--- config.mk ---
export PLATFORM = sky130hd
export DESIGN_NAME = axis_read_ctrl
export DESIGN_NICKNAME = d
export VERILOG_FILES = /design/src/rtl/axis_read_ctrl.sv
export SDC_FILE = /design/constraint.sdc
export NUM_CORES = 1
export LEC_CHECK = 0
export BUFFER_PORTS_ARGS = -buffer_cell sky130_fd_sc_hd__buf_4
export CORE_ASPECT_RATIO = 1.5
export CORE_MARGIN = 2
export CORE_UTILIZATION = 45
export CTS_BUF_LIST = sky130_fd_sc_hd__clkbuf_8
export DETAILED_ROUTE_END_ITERATION = 10
export GPL_ROUTABILITY_DRIVEN = 0
export HOLD_SLACK_MARGIN = 0.15
export PLACE_DENSITY = 0.66
export SLEW_MARGIN = 20
export SYNTH_ARGS = -nofsm -noshare
export SYNTH_HDL_FRONTEND = slang
export SYNTH_SLANG_ARGS = --single-unit
--- constraint.sdc ---
create_clock -name clk -period 8.74 [get_ports clk]
set_input_delay 0.437 -clock clk [delete_from_list [all_inputs] [get_ports clk]]
set_output_delay 0.437 -clock clk [all_outputs]
set_load 0.005 [all_outputs]
--- src/rtl/axis_read_ctrl.sv ---
// -----------------------------------------------------------------------------
// axis_read_ctrl
//
// Sequencer for the AXI read path of a stream channel. Accepts one read-stream
// request (start byte address, length in AXI beats), configures the downstream
// axis_read_data block with the matching stream word count, splits the request
// into AXI read-address bursts throttled by a credit count of beats in flight,
// and pulses done once every beat has returned and the data block is idle.
//
// Optional feature macro: AXIS_READ_CTRL_BOUNDARY_EN
//   defined     : bursts are clipped so that none crosses a 4 KB boundary
//   not defined : burst length is min(remaining, BURST_MAX)
//
// Ports:
//   clk, rst_n                 clock, asynchronous active-low reset
//   cfg_addr, cfg_length       request: start byte address, length in beats
//   cfg_valid / cfg_ready      request handshake (ready only while idle)
//   axi_araddr, axi_arlen      read-address channel payload (arlen = beats-1)
//   axi_arvalid / axi_arready  read-address handshake
//   axi_rvalid, axi_rready     monitored only; both high = one beat received
//   rd_cfg_length              stream word count for the data block
//   rd_cfg_valid / rd_cfg_ready data-block configuration handshake
//   busy                       high whenever the sequencer is not idle
//   done                       one-cycle completion pulse
// -----------------------------------------------------------------------------
module axis_read_ctrl #(
    parameter int AXI_ADDR_WIDTH = 32,
    parameter int AXI_DATA_WIDTH = 32,
    parameter int CONFIG_DWIDTH  = 32,
    parameter int WIDTH_RATIO    = 16,
    parameter int BURST_MAX      = 16,
    parameter int MAX_INFLIGHT   = 32
) (
    input  logic                      clk,
    input  logic                      rst_n,
    input  logic [AXI_ADDR_WIDTH-1:0] cfg_addr,
    input  logic [CONFIG_DWIDTH-1:0]  cfg_length,
    input  logic                      cfg_valid,
    output logic                      cfg_ready,
    output logic [AXI_ADDR_WIDTH-1:0] axi_araddr,
    output logic [7:0]                axi_arlen,
    output logic                      axi_arvalid,
    input  logic                      axi_arready,
    input  logic                      axi_rvalid,
    input  logic                      axi_rready,
    output logic [CONFIG_DWIDTH-1:0]  rd_cfg_length,
    output logic                      rd_cfg_valid,
    input  logic                      rd_cfg_ready,
    output logic                      busy,
    output logic                      done
);

    localparam int BYTES      = AXI_DATA_WIDTH / 8;
    localparam int BYTE_SHIFT = $clog2(BYTES);
    localparam int INF_W      = $clog2(MAX_INFLIGHT + 1) + 1;
    localparam int BLEN_W     = 9;

    typedef enum logic [4:0] {
        IDLE   = 5'b00001,
        CONFIG = 5'b00010,
        ADDR   = 5'b00100,
        DRAIN  = 5'b01000,
        DONE   = 5'b10000
    } state_t;

    state_t                    state_r;
    logic [AXI_ADDR_WIDTH-1:0] addr_r;
    logic [AXI_ADDR_WIDTH-1:0] araddr_r;
    logic [7:0]                arlen_r;
    logic                      arvalid_r;
    logic [CONFIG_DWIDTH-1:0]  remaining_r;
    logic [CONFIG_DWIDTH-1:0]  rd_cfg_length_r;
    logic [INF_W-1:0]          inflight_r;
    logic [BLEN_W-1:0]         blen_r;

    logic [BLEN_W-1:0]         blen_s;
    logic                      credit_ok_s;
    logic                      ar_hs_s;
    logic                      beat_s;
    logic [INF_W-1:0]          inflight_nxt_s;

    // Smaller of two burst-length candidates.
    function automatic logic [BLEN_W-1:0] min_blen(input logic [BLEN_W-1:0] a,
                                                   input logic [BLEN_W-1:0] b);
        return (a < b) ? a : b;
    endfunction

    // Burst length for the next AR from the current address and remaining count.
    always_comb begin
        logic [BLEN_W-1:0] cap_v;
        logic [12:0]       bnd_v;
        cap_v = BLEN_W'(BURST_MAX);
        bnd_v = 13'd0;
        if (remaining_r < CONFIG_DWIDTH'(BURST_MAX)) begin
            cap_v = remaining_r[BLEN_W-1:0];
        end else begin
            cap_v = BLEN_W'(BURST_MAX);
        end
`ifdef AXIS_READ_CTRL_BOUNDARY_EN
        // Beats left before the next 4 KB page; at least 1 for aligned addresses.
        bnd_v = (13'd4096 - {1'b0, addr_r[11:0]}) >> BYTE_SHIFT;
        if (bnd_v < 13'(cap_v)) begin
            blen_s = bnd_v[BLEN_W-1:0];
        end else begin
            blen_s = min_blen(cap_v, cap_v);
        end
`else
        blen_s = min_blen(cap_v, BLEN_W'(BURST_MAX));
`endif
    end

    // Credit check, handshake decode and next in-flight beat count.
    always_comb begin
        credit_ok_s    = ((32'(inflight_r) + 32'(blen_s)) <= 32'(MAX_INFLIGHT));
        ar_hs_s        = arvalid_r & axi_arready;
        beat_s         = axi_rvalid & axi_rready;
        inflight_nxt_s = inflight_r;
        if (state_r == IDLE) begin
            inflight_nxt_s = {INF_W{1'b0}};
        end else begin
            case ({ar_hs_s, beat_s})
                2'b11:   inflight_nxt_s = inflight_r + INF_W'(blen_r) - INF_W'(1);
                2'b10:   inflight_nxt_s = inflight_r + INF_W'(blen_r);
                2'b01: begin
                    // Stray beats with nothing outstanding must not wrap the count.
                    if (inflight_r != {INF_W{1'b0}}) begin
                        inflight_nxt_s = inflight_r - INF_W'(1);
                    end else begin
                        inflight_nxt_s = inflight_r;
                    end
                end
                default: inflight_nxt_s = inflight_r;
            endcase
        end
    end

    // Main sequencer FSM with registered AR channel and data-block config.
    always_ff @(posedge clk or negedge rst_n) begin
        if (!rst_n) begin
            state_r         <= IDLE;
            addr_r          <= {AXI_ADDR_WIDTH{1'b0}};
            araddr_r        <= {AXI_ADDR_WIDTH{1'b0}};
            arlen_r         <= 8'd0;
            arvalid_r       <= 1'b0;
            remaining_r     <= {CONFIG_DWIDTH{1'b0}};
            rd_cfg_length_r <= {CONFIG_DWIDTH{1'b0}};
            inflight_r      <= {INF_W{1'b0}};
            blen_r          <= {BLEN_W{1'b0}};
        end else begin
            inflight_r <= inflight_nxt_s;
            case (state_r)
                IDLE: begin
                    if (cfg_valid) begin
                        addr_r          <= cfg_addr;
                        remaining_r     <= cfg_length;
                        rd_cfg_length_r <= cfg_length * CONFIG_DWIDTH'(WIDTH_RATIO);
                        state_r         <= (cfg_length == {CONFIG_DWIDTH{1'b0}}) ? DONE : CONFIG;
                    end
                end
                CONFIG: begin
                    if (rd_cfg_ready) begin
                        state_r <= ADDR;
                        // Issue the first burst straight away so AR follows the
                        // config handshake by one cycle.
                        if (credit_ok_s) begin
                            arvalid_r <= 1'b1;
                            araddr_r  <= addr_r;
                            arlen_r   <= 8'(blen_s - BLEN_W'(1));
                            blen_r    <= blen_s;
                        end
                    end
                end
                ADDR: begin
                    if (arvalid_r) begin
                        // Payload is frozen until accepted; the cycle after the
                        // handshake is spent recomputing blen from new state.
                        if (axi_arready) begin
                            arvalid_r   <= 1'b0;
                            addr_r      <= addr_r + (AXI_ADDR_WIDTH'(blen_r) << BYTE_SHIFT);
                            remaining_r <= remaining_r - CONFIG_DWIDTH'(blen_r);
                            if (remaining_r == CONFIG_DWIDTH'(blen_r)) begin
                                state_r <= DRAIN;
                            end
                        end
                    end else if ((remaining_r != {CONFIG_DWIDTH{1'b0}}) && credit_ok_s) begin
                        arvalid_r <= 1'b1;
                        araddr_r  <= addr_r;
                        arlen_r   <= 8'(blen_s - BLEN_W'(1));
                        blen_r    <= blen_s;
                    end
                end
                DRAIN: begin
                    if ((inflight_r == {INF_W{1'b0}}) && rd_cfg_ready) begin
                        state_r <= DONE;
                    end
                end
                DONE: begin
                    state_r <= IDLE;
                end
                default: begin
                    state_r   <= IDLE;
                    arvalid_r <= 1'b0;
                end
            endcase
        end
    end

    // Outputs are direct decodes of registered state, so they are glitch-free.
    assign cfg_ready     = (state_r == IDLE);
    assign busy          = (state_r != IDLE);
    assign done          = (state_r == DONE);
    assign rd_cfg_valid  = (state_r == CONFIG);
    assign rd_cfg_length = rd_cfg_length_r;
    assign axi_arvalid   = arvalid_r;
    assign axi_araddr    = araddr_r;
    assign axi_arlen     = arlen_r;

endmodule

# Yosys cells after proc, flatten, opt, wreduce, memory -nomap -nowiden
# Cells that the tools add are included.
[classes] add_sub_neg=7 n_lt_le_gt_ge=3 n_eq_ne=20 n_mux=42 n_bitwise=3 reduce_logical=16
[op_table] cell="32-bit two-way mux" count=10
[op_table] cell="32-bit case mux with 2 select lines" count=3
[op_table] cell="9-bit two-way mux" count=6
[op_table] cell="5-bit two-way mux" count=7
[op_table] cell="32-bit by 11-bit adder with 32-bit output" count=1
[op_table] cell="32-bit by 9-bit equality test with 1-bit output" count=1
[op_table] cell="32-bit logical NOT" count=1
[op_table] cell="32-bit by 5-bit < comparator with 1-bit output (second input constant)" count=1
[op_table] cell="8-bit two-way mux" count=4
[op_table] cell="32-bit nonzero test" count=1
[op_table] cell="32-bit by 9-bit subtractor with 32-bit output" count=1
[op_table] cell="7-bit case mux with 3 select lines" count=1
[op_table] cell="5-bit case mux with 4 select lines" count=1
[op_table] cell="9-bit case mux with 2 select lines" count=1
[op_table] cell="8-bit case mux with 2 select lines" count=1
[op_table] cell="7-bit two-way mux" count=2
[op_table] cell="2-bit != test (second input constant)" count=7
[op_table] cell="7-bit by 1-bit subtractor with 7-bit output (second input constant)" count=2
[op_table] cell="7-bit by 9-bit adder with 10-bit output" count=1
[op_table] cell="10-bit by 6-bit less-or-equal comparator with 1-bit output (second input constant)" count=1
[op_table] cell="9-bit by 5-bit < comparator with 1-bit output (second input constant)" count=1
[op_table] cell="8-bit by 1-bit subtractor with 8-bit output (second input constant)" count=1
[op_table] cell="7-bit adder" count=1
[op_table] cell="7-bit logical NOT" count=1
[op_table] cell="24 further kinds" count=34
[word_totals] register_bits=154 output_inout_bits=77

# Longest topological paths before layout
[depth] word_depth=10 ltp_mapped=17

# Worst setup path before layout
# OpenSTA, ideal clock, no wires.
[synth_path] path_type="register -> register" from="register remaining_r[18]" to="register araddr_r[15] (netlist: axi_araddr[15])" t_arrival_ns=3.389 t_required_ns=8.615 slack_ns=5.226 stages_incl_launch_ff=17 n_path_buf=3 period_less_slack_ns=3.514 cell_sequence="dfrtp_1 > nor4_4 > nand4_1 > nor3_2 > buf_2 > and2_1 > ha_1 > a21oi_1 > o21ai_0 > nand2_1 > o31a_1 > mux2i_1 > a32oi_1 > nor2_4 > buf_6 > buf_12 > mux2_4"
[synth_via] elab_chain_len=9 word_cells_on_any_way=11 cone_classes="1 x add/sub; 3 x order compare; 2 x eq/ne; 2 x mux; 3 x reduce/logical"
[synth_rtl] element="start: declaration" line="71" source="logic [CONFIG_DWIDTH-1:0] remaining_r;"
[synth_rtl] element="start signal: assignment" line="145" source="remaining_r <= {CONFIG_DWIDTH{1'b0}};"
[synth_rtl] element="start signal: assignment" line="155" source="remaining_r <= cfg_length;"
[synth_rtl] element="start signal: assignment" line="180" source="remaining_r <= remaining_r - CONFIG_DWIDTH'(blen_r);"
[synth_rtl] element="32-bit by 5-bit < comparator with 1-bit output (*)" line="94" source="if (remaining_r < CONFIG_DWIDTH'(BURST_MAX)) begin"
[synth_rtl] element="9-bit two-way mux (*)" line="94"
[synth_rtl] element="9-bit by 5-bit < comparator with 1-bit output" line="85" source="return (a < b) ? a : b;"
[synth_rtl] element="9-bit two-way mux (*)" line="85"
[synth_rtl] element="net blen_s[3]" line="76" source="logic [BLEN_W-1:0] blen_s;"
[synth_rtl] element="7-bit by 9-bit adder with 10-bit output (*)" line="114" source="credit_ok_s = ((32'(inflight_r) + 32'(blen_s)) <= 32'(MAX_INFLIGHT));"
[synth_rtl] element="10-bit by 6-bit less-or-equal comparator with 1-bit output (*)" line="114"
[synth_rtl] element="1-bit logical AND" line="185" source="end else if ((remaining_r != {CONFIG_DWIDTH{1'b0}}) && credit_ok_s) begin"
[synth_rtl] element="2-bit != test (no source line)"
[synth_rtl] element="5-bit AND reduction (no source line) (*)"
[synth_rtl] element="end signal: assignment" line="142" source="araddr_r <= {AXI_ADDR_WIDTH{1'b0}};"
[synth_rtl] element="end signal: assignment" line="167" source="araddr_r <= addr_r;"
[synth_rtl] element="end signal: assignment" line="187" source="araddr_r <= addr_r;"
[synth_rtl] element="end: declaration" line="68" source="logic [AXI_ADDR_WIDTH-1:0] araddr_r;"
# The timed path passes the listed nets; every way through them passes the cells marked *.
# A chain may end at the register's enable or synchronous reset.

# Final worst setup path
[layout_path] from="register remaining_r[18]" to="register araddr_r[31] (netlist: axi_araddr[31])"
# Same word-level chain as after synthesis.

==> results.md <==
* Aggregate global routing overflow at 0
* Tightest Pin Transition at 925.3 ps
* Tmin final at 4795 ps
* First-pass GRT wire length at 41720 µm
* Post-synthesis cell count at 1005
* Largest net degree at the start of global routing at 99
* Crit path launch type: register
* Ant diodes at 0
* Initial antenna violation count at 0
* Core footprint at 19710 µm²
* WL/cell at 18.19 µm
* Post-CTS setup repair buffer count at 0
* Vias in the first global route at 8077
* Ys flop type: dfrtp_1
* Hold_sp: cfg_length[18]
* Detailed Place HPWL at 18350 µm
* Worst-path clk slew at 90 ps
* Max-slew headroom at 38.31%
* Final non-filler cell total at 1405
* CTS root buf: clkbuf_8
* Port Buf Inserts at 143
* EDFF count, synth at 0
* Initial Util at 45.70%
* Setup-failing EPs final at 0
* Clock sinks at 154
* Class of the most critical setup path: reg -> reg
* Worst reg-to-reg path cell count at 14
* Hold EP: rd_cfg_length[22]$_DFFE_PN0P_
* CP Capture Type: register
* H-tree levels at 4
* Max Fclk at 208.6 MHz
* Drt pass-1 iters at 4
* Netlist cell types at 73
* Async set or reset register ratio after synthesis at 100.0%
* Drt total wl at 25560 µm
* Syn_area_per_cell at 8.960 µm²
* Hold crit path type: in -> reg
* Gr usage total at 24.84%
* Vias at 8023
* IO Count at 148
* Hold Vio Cnt, Final at 0
* Vias/cell at 5.710
* DIE AREA at 21180 µm²
* DRC Markers at 0
* Placed cells at 1369
* Hold path depth at 3
* VDD IR-drop max at 0.0001324 V
* RSZ-0062 raised after global routing: no
* YS warnings at 0
* R2r endpoint: axi_araddr[31]$_DFFE_PN0P_
* Final slew viol count at 0
* NumNets Final at 1241
* Req. time, crit path at 9100 ps
* Skew-Pair Late Insertion Delay at 470 ps
* Post-synthesis sequential area ratio at 42.81%
* Critical Path AT at 5150 ps
* Status: complete, no violations
* Chip width at 119.5 µm
* ANT nets after route at 0
* Share of layout cells above drive strength 1 at 20.52%
* Final clock skew at 19.16 ps
* Register-to-register setup slack at 3950 ps
* CP Max Fanout at 42
* Clock buffer depth at 2
* Cell row count at 63
* Setup TNS at 0 ps
* Leakage at 4.860 nW
* Number of max-cap violations at 0
* Fin crit share at 54.86%
* PD cells at 328.5 nW/µm²
* Mapped cell area at 9005 µm²
* CTS Buf Count at 17
* Synth-to-Final Area Change at 18.47%
* Yosys reg bits at 154
* Die Y at 177.3 µm
* CTS tree: yes
* Reg-to-Reg Start: remaining_r[18]$_DFFE_PN0P_
* DRT iter0 DRCs at 436
## placed cells by master (no fill, tap or decap), types with 11 or more instances in the layout
| cell | count |
|---|---|
| dfrtp_1 | 153 |
| nand3_1 | 28 |
| buf_4 | 151 |
| o22ai_1 | 11 |
| clkbuf_8 | 17 |
| mux2_2 | 32 |
| nor4_1 | 21 |
| nand2_1 | 183 |
| a21oi_1 | 84 |
| nor3_1 | 22 |
| a31oi_1 | 15 |
| nor2_1 | 75 |
| inv_1 | 32 |
| o21ai_0 | 50 |
| xnor2_1 | 13 |
| ha_1 | 35 |
## layer usage
metal | wire (µm) | track usage, %
met1 | 10060 | 28.71
met5 | 0 | 0
met4 | 1016 | 12.11
met2 | 13600 | 44.57
met3 | 880 | 3.802
## cell families (layout without fill, tap and decap cells)
family	Yosys count	count (layout)	synth area share [%]
and+or+nand+nor	413	413	21.73
adders and majority gates	38	38	5.530
buffers and inverters	81	216	3.974
muxes	51	51	6.669
DFF	154	154	42.81
xor gates and xnor gates	21	21	2.043
other	1	6	0.04164
AOI/OAI and AO/OA	246	246	17.20
## stage by stage
stage	hold WS (ps)	setup WS [ps]	instance area (µm²)	power, mW	util (%)
final	177.1	3945	10670	3.504	54.13
after global routing	182.2	3570	10670	3.797	54.13
after CTS	157.5	3973	10670	3.526	54.13
after detailed placement	464.6	4023	10260	2.984	52.04
after global placement	458.6	4112	10260	2.948	52.04
after floorplan	141.4	5226	9024	2.356	-
## worst max path at each step
| stage | startpoint | end | cells past startpoint |
|---|---|---|---|
| after global placement | remaining_r[18]$_DFFE_PN0P_ | axi_araddr[13]$_DFFE_PN0P_ | 14 |
| after global routing | remaining_r[24]$_DFFE_PN0P_ | axi_araddr[7]$_DFFE_PN0P_ | 14 |
| final | remaining_r[18]$_DFFE_PN0P_ | axi_araddr[31]$_DFFE_PN0P_ | 14 |
| after CTS | remaining_r[18]$_DFFE_PN0P_ | axi_araddr[7]$_DFFE_PN0P_ | 14 |
| after floorplan | remaining_r[18]$_DFFE_PN0P_ | axi_araddr[15]$_DFFE_PN0P_ | 16 |
| after detailed placement | remaining_r[18]$_DFFE_PN0P_ | axi_araddr[7]$_DFFE_PN0P_ | 14 |
## critical path, stage by stage (launching register included)
cell and delay [ps]:
dfrtp_1 460, nor4_4 460, nand4_1 220, nor3_2 590, inv_1 220, nor2_1 220, ha_1 260, ha_1 230
a21oi_1 100, xnor2_1 150, a311oi_1 280, a32oi_1 230, nor2_4 290, buf_4 540, mux2_2 400
## power by group
part | internal, mW | switching, mW
registers | 1.02 | 0.302
logic | 0.755 | 0.895
clock network | 0.249 | 0.280
total | 2.03 | 1.48
## sequential cells by signal, indices dropped and copies added, names as in the netlist
name / cells
axi_arvalid: 1
inflight_r: 7
blen_r: 9
remaining_r: 32
axi_arlen: 8
addr_r: 32
axi_araddr: 32
state_r: 5
rd_cfg_length: 28
## layout make-up
type / instances / area [µm²]
sequential: 154 / 3855
clock buffer: 17 / 234.0
clock inverter: 15 / 137.6
multi-input combinational: 775 / 4826
fill: 1921 / 9039
inverter: 28 / 105.1
tap: 260 / 325.3
timing repair buffer: 156 / 1185
## what timing repair did
action | CTS | global route
gates resized for setup | 0 | 0
hold endpoints to repair | 99 | 0
hold buffers | 4 | 0
## synthesized netlist by cell type (9+ instances only)
master	n	area (µm²)
a21o_1	9	67.56
a21oi_1	84	420.4
a31oi_1	15	93.84
clkbuf_1	34	127.6
dfrtp_1	153	3829
ha_1	35	437.9
inv_1	27	101.4
mux2_2	32	360.4
mux2_4	10	150.1
mux2i_1	9	90.09
nand2_1	183	686.9
nand2b_1	9	56.30
nand3_1	28	140.1
nor2_1	76	285.3
nor2b_1	9	56.30
nor3_1	23	115.1
nor4_1	21	131.4
o21ai_0	50	250.2
o22ai_1	11	68.82
or3_1	10	62.56
xnor2_1	13	113.9
Power figures use the tool's default switching activity.
